### src/rtl/drm18k_arb_pkg.sv
// Shared types and helpers for the DRM18K port arbiter.
package drm18k_arb_pkg;

  typedef enum logic [1:0] {
    CLEAR = 2'd0,
    RUN   = 2'd1,
    DRAIN = 2'd2
  } arb_state_e;

  typedef struct packed {
    logic vld;
    logic id;
  } rd_tag_t;

  localparam int STALL_W = 16;

  // Saturating increment so a long stall never wraps back to a small count.
  function automatic logic [STALL_W-1:0] sat_inc(input logic [STALL_W-1:0] v);
    if (v == {STALL_W{1'b1}}) begin
      return v;
    end else begin
      return v + {{(STALL_W-1){1'b0}}, 1'b1};
    end
  endfunction

endpackage

### src/rtl/drm18k_rr_arb2.sv
// Two-way round-robin grant; the pointer remembers the last winner so a tie
// always goes to the other requester.
module drm18k_rr_arb2 (
  input  logic i_clk,
  input  logic i_rst_n,
  input  logic i_en,
  input  logic i_req0,
  input  logic i_req1,
  output logic o_gnt0,
  output logic o_gnt1
);

  logic r_last_gnt;

  // Grant decision: single requester wins outright, a tie goes away from r_last_gnt.
  always_comb begin
    o_gnt0 = 1'b0;
    o_gnt1 = 1'b0;
    if (i_en) begin
      if (i_req0 && i_req1) begin
        o_gnt0 = r_last_gnt;
        o_gnt1 = ~r_last_gnt;
      end else begin
        o_gnt0 = i_req0;
        o_gnt1 = i_req1;
      end
    end else begin
      o_gnt0 = 1'b0;
      o_gnt1 = 1'b0;
    end
  end

  // Pointer resets to 1 so rq0 wins the first tie.
  always_ff @(posedge i_clk or negedge i_rst_n) begin
    if (!i_rst_n) begin
      r_last_gnt <= 1'b1;
    end else if (o_gnt0) begin
      r_last_gnt <= 1'b0;
    end else if (o_gnt1) begin
      r_last_gnt <= 1'b1;
    end else begin
      r_last_gnt <= r_last_gnt;
    end
  end

endmodule

### src/rtl/drm18k_port_arbiter.sv
// Shares one DRM18K port between two requesters with a post-reset/on-demand
// clear sweep. Optional stall statistics are built when DRM_ARB_STATS_EN is defined.
module drm18k_port_arbiter
  import drm18k_arb_pkg::*;
#(
  parameter int                ADDR_W    = 10,
  parameter int                DATA_W    = 18,
  parameter int                RD_LAT    = 1,
  parameter logic [DATA_W-1:0] CLEAR_VAL = {DATA_W{1'b0}}
) (
  input  logic               CLK,
  input  logic               RST_N,
  input  logic               clr_req,
  output logic               busy,
  input  logic               rq0_valid,
  output logic               rq0_ready,
  input  logic               rq0_we,
  input  logic [ADDR_W-1:0]  rq0_addr,
  input  logic [DATA_W-1:0]  rq0_wdata,
  input  logic               rq1_valid,
  output logic               rq1_ready,
  input  logic               rq1_we,
  input  logic [ADDR_W-1:0]  rq1_addr,
  input  logic [DATA_W-1:0]  rq1_wdata,
  output logic               rs0_valid,
  output logic [DATA_W-1:0]  rs0_rdata,
  output logic               rs1_valid,
  output logic [DATA_W-1:0]  rs1_rdata,
  output logic [ADDR_W-1:0]  ram_addr,
  output logic [DATA_W-1:0]  ram_din,
  output logic               ram_we,
  output logic               ram_ce,
  input  logic [DATA_W-1:0]  ram_q,
  output logic [STALL_W-1:0] stall_cnt0,
  output logic [STALL_W-1:0] stall_cnt1
);

  arb_state_e        r_state;
  arb_state_e        w_state_nxt;
  logic [ADDR_W-1:0] r_clr_cnt;
  logic              w_clr_last;
  rd_tag_t           r_tag [RD_LAT];
  rd_tag_t           w_push;
  rd_tag_t           w_tag_out;
  logic              w_tag_any;
  logic              w_gnt0;
  logic              w_gnt1;
  logic              w_ram_ce;
  logic              w_ram_we;

  assign w_clr_last = (r_clr_cnt == {ADDR_W{1'b1}});

  drm18k_rr_arb2 u_arb (
    .i_clk   (CLK),
    .i_rst_n (RST_N),
    .i_en    (r_state == RUN),
    .i_req0  (rq0_valid),
    .i_req1  (rq1_valid),
    .o_gnt0  (w_gnt0),
    .o_gnt1  (w_gnt1)
  );

  assign rq0_ready = w_gnt0;
  assign rq1_ready = w_gnt1;
  assign busy      = (r_state != RUN);

  // Next-state: DRAIN waits for every in-flight read tag before the sweep starts.
  always_comb begin
    w_state_nxt = r_state;
    case (r_state)
      CLEAR:   w_state_nxt = w_clr_last ? RUN : CLEAR;
      RUN:     w_state_nxt = clr_req ? DRAIN : RUN;
      DRAIN:   w_state_nxt = w_tag_any ? DRAIN : CLEAR;
      default: w_state_nxt = CLEAR;
    endcase
  end

  always_ff @(posedge CLK or negedge RST_N) begin
    if (!RST_N) begin
      r_state <= CLEAR;
    end else begin
      r_state <= w_state_nxt;
    end
  end

  // Clear address advances only while sweeping; DRAIN rearms it at 0.
  always_ff @(posedge CLK or negedge RST_N) begin
    if (!RST_N) begin
      r_clr_cnt <= {ADDR_W{1'b0}};
    end else if (r_state == CLEAR) begin
      r_clr_cnt <= r_clr_cnt + {{(ADDR_W-1){1'b0}}, 1'b1};
    end else if (r_state == DRAIN) begin
      r_clr_cnt <= {ADDR_W{1'b0}};
    end else begin
      r_clr_cnt <= r_clr_cnt;
    end
  end

  // RAM port mux: clear sweep, granted requester, or idle.
  always_comb begin
    w_ram_ce = 1'b0;
    w_ram_we = 1'b0;
    ram_addr = r_clr_cnt;
    ram_din  = CLEAR_VAL;
    case (r_state)
      CLEAR: begin
        w_ram_ce = 1'b1;
        w_ram_we = 1'b1;
      end
      RUN: begin
        if (w_gnt0) begin
          w_ram_ce = 1'b1;
          w_ram_we = rq0_we;
          ram_addr = rq0_addr;
          ram_din  = rq0_wdata;
        end else if (w_gnt1) begin
          w_ram_ce = 1'b1;
          w_ram_we = rq1_we;
          ram_addr = rq1_addr;
          ram_din  = rq1_wdata;
        end else begin
          w_ram_ce = 1'b0;
          w_ram_we = 1'b0;
        end
      end
      default: begin
        w_ram_ce = 1'b0;
        w_ram_we = 1'b0;
      end
    endcase
  end

  assign ram_ce = w_ram_ce & RST_N;
  assign ram_we = w_ram_we & RST_N;

  assign w_push.vld = (w_gnt0 & ~rq0_we) | (w_gnt1 & ~rq1_we);
  assign w_push.id  = w_gnt1;

  always_ff @(posedge CLK or negedge RST_N) begin
    if (!RST_N) begin
      for (int i = 0; i < RD_LAT; i++) begin
        r_tag[i] <= '0;
      end
    end else begin
      r_tag[0] <= w_push;
      for (int i = 1; i < RD_LAT; i++) begin
        r_tag[i] <= r_tag[i-1];
      end
    end
  end

  always_comb begin
    w_tag_any = 1'b0;
    for (int i = 0; i < RD_LAT; i++) begin
      w_tag_any = w_tag_any | r_tag[i].vld;
    end
  end

  assign w_tag_out = r_tag[RD_LAT-1];
  assign rs0_valid = w_tag_out.vld & ~w_tag_out.id;
  assign rs1_valid = w_tag_out.vld &  w_tag_out.id;
  assign rs0_rdata = ram_q;
  assign rs1_rdata = ram_q;

`ifdef DRM_ARB_STATS_EN
  logic [STALL_W-1:0] r_stall0;
  logic [STALL_W-1:0] r_stall1;

  // Stall counters run in every state and only reset clears them.
  always_ff @(posedge CLK or negedge RST_N) begin
    if (!RST_N) begin
      r_stall0 <= {STALL_W{1'b0}};
      r_stall1 <= {STALL_W{1'b0}};
    end else begin
      r_stall0 <= (rq0_valid && !rq0_ready) ? sat_inc(r_stall0) : r_stall0;
      r_stall1 <= (rq1_valid && !rq1_ready) ? sat_inc(r_stall1) : r_stall1;
    end
  end

  assign stall_cnt0 = r_stall0;
  assign stall_cnt1 = r_stall1;
`else
  assign stall_cnt0 = {STALL_W{1'b0}};
  assign stall_cnt1 = {STALL_W{1'b0}};
`endif

endmodule

### config.mk
export PLATFORM = sky130hd
export DESIGN_NAME = drm18k_port_arbiter
export DESIGN_NICKNAME = d
export VERILOG_FILES = /design/src/rtl/drm18k_arb_pkg.sv /design/src/rtl/drm18k_rr_arb2.sv /design/src/rtl/drm18k_port_arbiter.sv
export SDC_FILE = /design/constraint.sdc
export NUM_CORES = 1
export LEC_CHECK = 0
export ABC_CLOCK_PERIOD_IN_PS = 2300
export BUFFER_PORTS_ARGS = -buffer_cell sky130_fd_sc_hd__buf_2
export CORE_UTILIZATION = 37
export CTS_BUF_LIST = sky130_fd_sc_hd__clkbuf_4
export CTS_CLUSTER_DIAMETER = 50
export DETAILED_ROUTE_END_ITERATION = 8
export PLACE_DENSITY = 0.82
export SETUP_SLACK_MARGIN = 0.3
export SLEW_MARGIN = 20
export SYNTH_ARGS = -nofsm -noshare
export SYNTH_HDL_FRONTEND = slang
export SYNTH_SLANG_ARGS = --single-unit
### constraint.sdc
create_clock -name CLK -period 2.3 [get_ports CLK]
set_clock_uncertainty 0.15 [all_clocks]
set_input_delay 0.46 -clock CLK [delete_from_list [all_inputs] [get_ports CLK]]
set_output_delay 0.46 -clock CLK [all_outputs]
set_load 0.05 [all_outputs]
==> results.cfg <==
[global_routing]
grt_pass1_wl_mm = 8.97
grt_pass1_vias = 1820
grt_use_total = 0.216
grt_max_degree = 21
grt-ovfl-total = 0
antenna_found_initial = 0

[route]
drt_pre_antenna_iters = 4
routed_wl_mm = 6.49
post_drt_via_cell_ratio = 5.41
ant_nets = 0
drt_iter0_drc = 142
wl_per_cell_um = 17.5
post-route-drc-count = 0
vias = 2002

[die]
initial_core_util = 0.388
dieArea_sq_um = 5310
rows = 25
io_pins = 184
dieHeight_um = 72.9
dieWidth_um = 72.9
core-area_sq_um = 4790

[timing]
setup_violations = 28
hold_viol = 0
report.final.slew_viol_count = 0
timing.fmax_mhz = 406
timing.final.crit_share = 1.07
setup_slack_ns = -0.160
period_needed_ns = 2.46
rsz0062_at_grt = yes
hold_ws_ns = 0.284

[yosys]
synth-seq-cells = 15
ys_types = 41
syn_inst = 216
yosysSeqAreaShare = 0.203
syn_area_sq_um = 1860
synth_warnings = 0
synth_area_per_cell_sq_um = 8.61

[run_status]
violations = setup timing
status = finished, violations left

[worst_setup_path]
cp_slowest_stage_delay_ns = 0.39
critical_path_class = flip-flop to output pin
crit_required_ns = 1.69
cp.arrival_ns = 1.85
critPathTopFamily = buffers and inverters
r2r_slack_ns = 0.45
crit_buf_inv = 4
worstPathCellList = and2b_2 -> inv_6 -> buf_12 -> a311oi_1 -> buf_4 -> a2bb2oi_4 -> buf_6
cpMaxStageDelayCell = dfrtp_1
crit_fanout = 16
crit_path_end_kind = output pin
start_kind = flip-flop

[clock_network]
cts_tree = yes
htreeDepth = 1
cts_made_buffers = 3
clock_sinks = 15
max-clock-path-buffers = 2
clkLatencyLatePin_ns = 0.29
path_clk_slew_ns = 0.09
cts.root.buffer_cell = clkbuf_4

[placed_design]
dp_cells = 357
dp_slack_ns = -0.0255
portBuffers = 97
globalplace.congestion = 0.808
hpwl_mm = 4.21

[run]
cap_viol_max_count = 0

[finish]
diodes = 0
drive_gt1_frac = 0.650
final_util = 0.668
stdcell_count = 370
final_nets = 386
syn_to_final_growth_pct = 72.0

[power_and_ir_drop]
p_leak_uw = 0.00144
p_per_area_nw_per_um2 = 478
max-vdd-ir-drop_v = 0.000421
finalPower_uw = 1530

[min_path]
worstHoldPathType = primary input to flip-flop
## sequential cells by signal (all words and copies together), names as in the netlist
| signal | flops |
|---|---|
| u_arb.r_last_gnt | 1 |
| r_state | 2 |
| r_tag | 1 |
| w_tag_any | 1 |
| r_clr_cnt | 10 |
## layout make-up
class                   instances  area [sq um]
fillers                       348          1590
flip-flops and latches         15           379
multi-input cells             146          1550
inverters                       4          20.0
repair buffers                134          1140
clock buffers                   4          30.0
well taps                      67          83.8
## path summary, 6_finish.rpt
check,to,cells past startpoint,from
min in group asynchronous,r_clr_cnt[4],3,RST_N
setup reg to reg,r_clr_cnt[6],4,r_clr_cnt[1]
max in group asynchronous,u_arb.r_last_gnt,3,RST_N
setup / recovery,ram_addr[6],7,r_state[1]
hold reg to reg,r_state[1],1,w_tag_any
hold / removal,r_state[1],2,clr_req
## timing repair
item	in CTS	in global routing
gates resized for setup	104	19
setup endpoints to repair	33	34
setup buffers	1	5
pin swaps	1	0
hold endpoints to repair	14	0
hold buffers	1	0
cloned	1	1
## metrics by stage
step,TNS [ns],cell area [sq um]
2_1_floorplan,0,2360
4_1_cts,-2.21,3070
6_report,-2.30,3200
3_5_place_dp,-0.0288,2630
3_3_place_gp,0,2630
5_1_grt,-4.07,3200
## cell usage after synthesis (all sizes together)
master / count / area (sq um)
a32oi: 1 / 8.76
mux2i: 1 / 10.0
or3: 1 / 6.26
nand3: 2 / 10.0
a2bb2oi: 10 / 87.6
or2: 1 / 6.26
dfrtp: 14 / 350
a21oi: 6 / 30.0
nor3: 1 / 10.0
o41ai: 2 / 17.5
inv: 4 / 15.0
nand2b: 5 / 31.3
a31oi: 1 / 6.26
a21boi: 1 / 7.51
dfstp: 1 / 26.3
o21ai: 7 / 35.0
and3: 1 / 6.26
a311oi: 10 / 87.6
o31ai: 13 / 97.6
o311ai: 2 / 17.5
a22o: 2 / 17.5
or4: 2 / 15.0
nand4b: 1 / 8.76
or4b: 1 / 10.0
nor2b: 4 / 25.0
ha: 1 / 12.5
conb: 1 / 3.75
o221a: 18 / 203
nand2: 7 / 26.3
nand4: 3 / 25.0
buf: 76 / 556
clkbuf: 6 / 22.5
and2b: 1 / 7.51
nor2: 7 / 42.5
o41a: 1 / 11.3
and2: 1 / 6.26
## layer usage
metal | GRT usage | wire, um | share of wire
met5 | 0 | 0 | 0
met4 | 0.0610 | 74 | 0.011
met3 | 0.0414 | 330 | 0.051
met2 | 0.348 | 3450 | 0.53
met1 | 0.294 | 2630 | 0.41
## logic make-up after synthesis
| kind of cell | count (synthesis) | synth area share |
|---|---|---|
| buffers and inverters | 86 | 0.319 |
| AOI/OAI and AO/OA | 74 | 0.337 |
| and+or+nand+nor | 38 | 0.127 |
| DFF | 15 | 0.203 |
| muxes | 1 | 0.00538 |
| adders and majority gates | 1 | 0.00673 |
| other | 1 | 0.00202 |
## worst register-to-register path, cell delays in order (launching register included)
cell and delay (ns):
dfrtp_2 0.48, ha_1 0.26, nand4_2 0.19, o311ai_0 0.46, o41ai_1 0.17
## placed cells by master, fill, tap and decap left out, drive strengths merged, types with 5 or more instances in the layout
master	count
dfrtp	14
conb	32
o21ai	7
nand2b	5
a311oi	10
nor2	7
o31ai	13
o221a	18
buf	133
a21oi	6
nand2	7
a2bb2oi	10
## power breakdown
| group | switching, uW | internal, uW |
|---|---|---|
| sequential | 130 | 320 |
| clock | 92.5 | 79.2 |
| combinational | 538 | 368 |
Power figures use the tool's default switching activity.
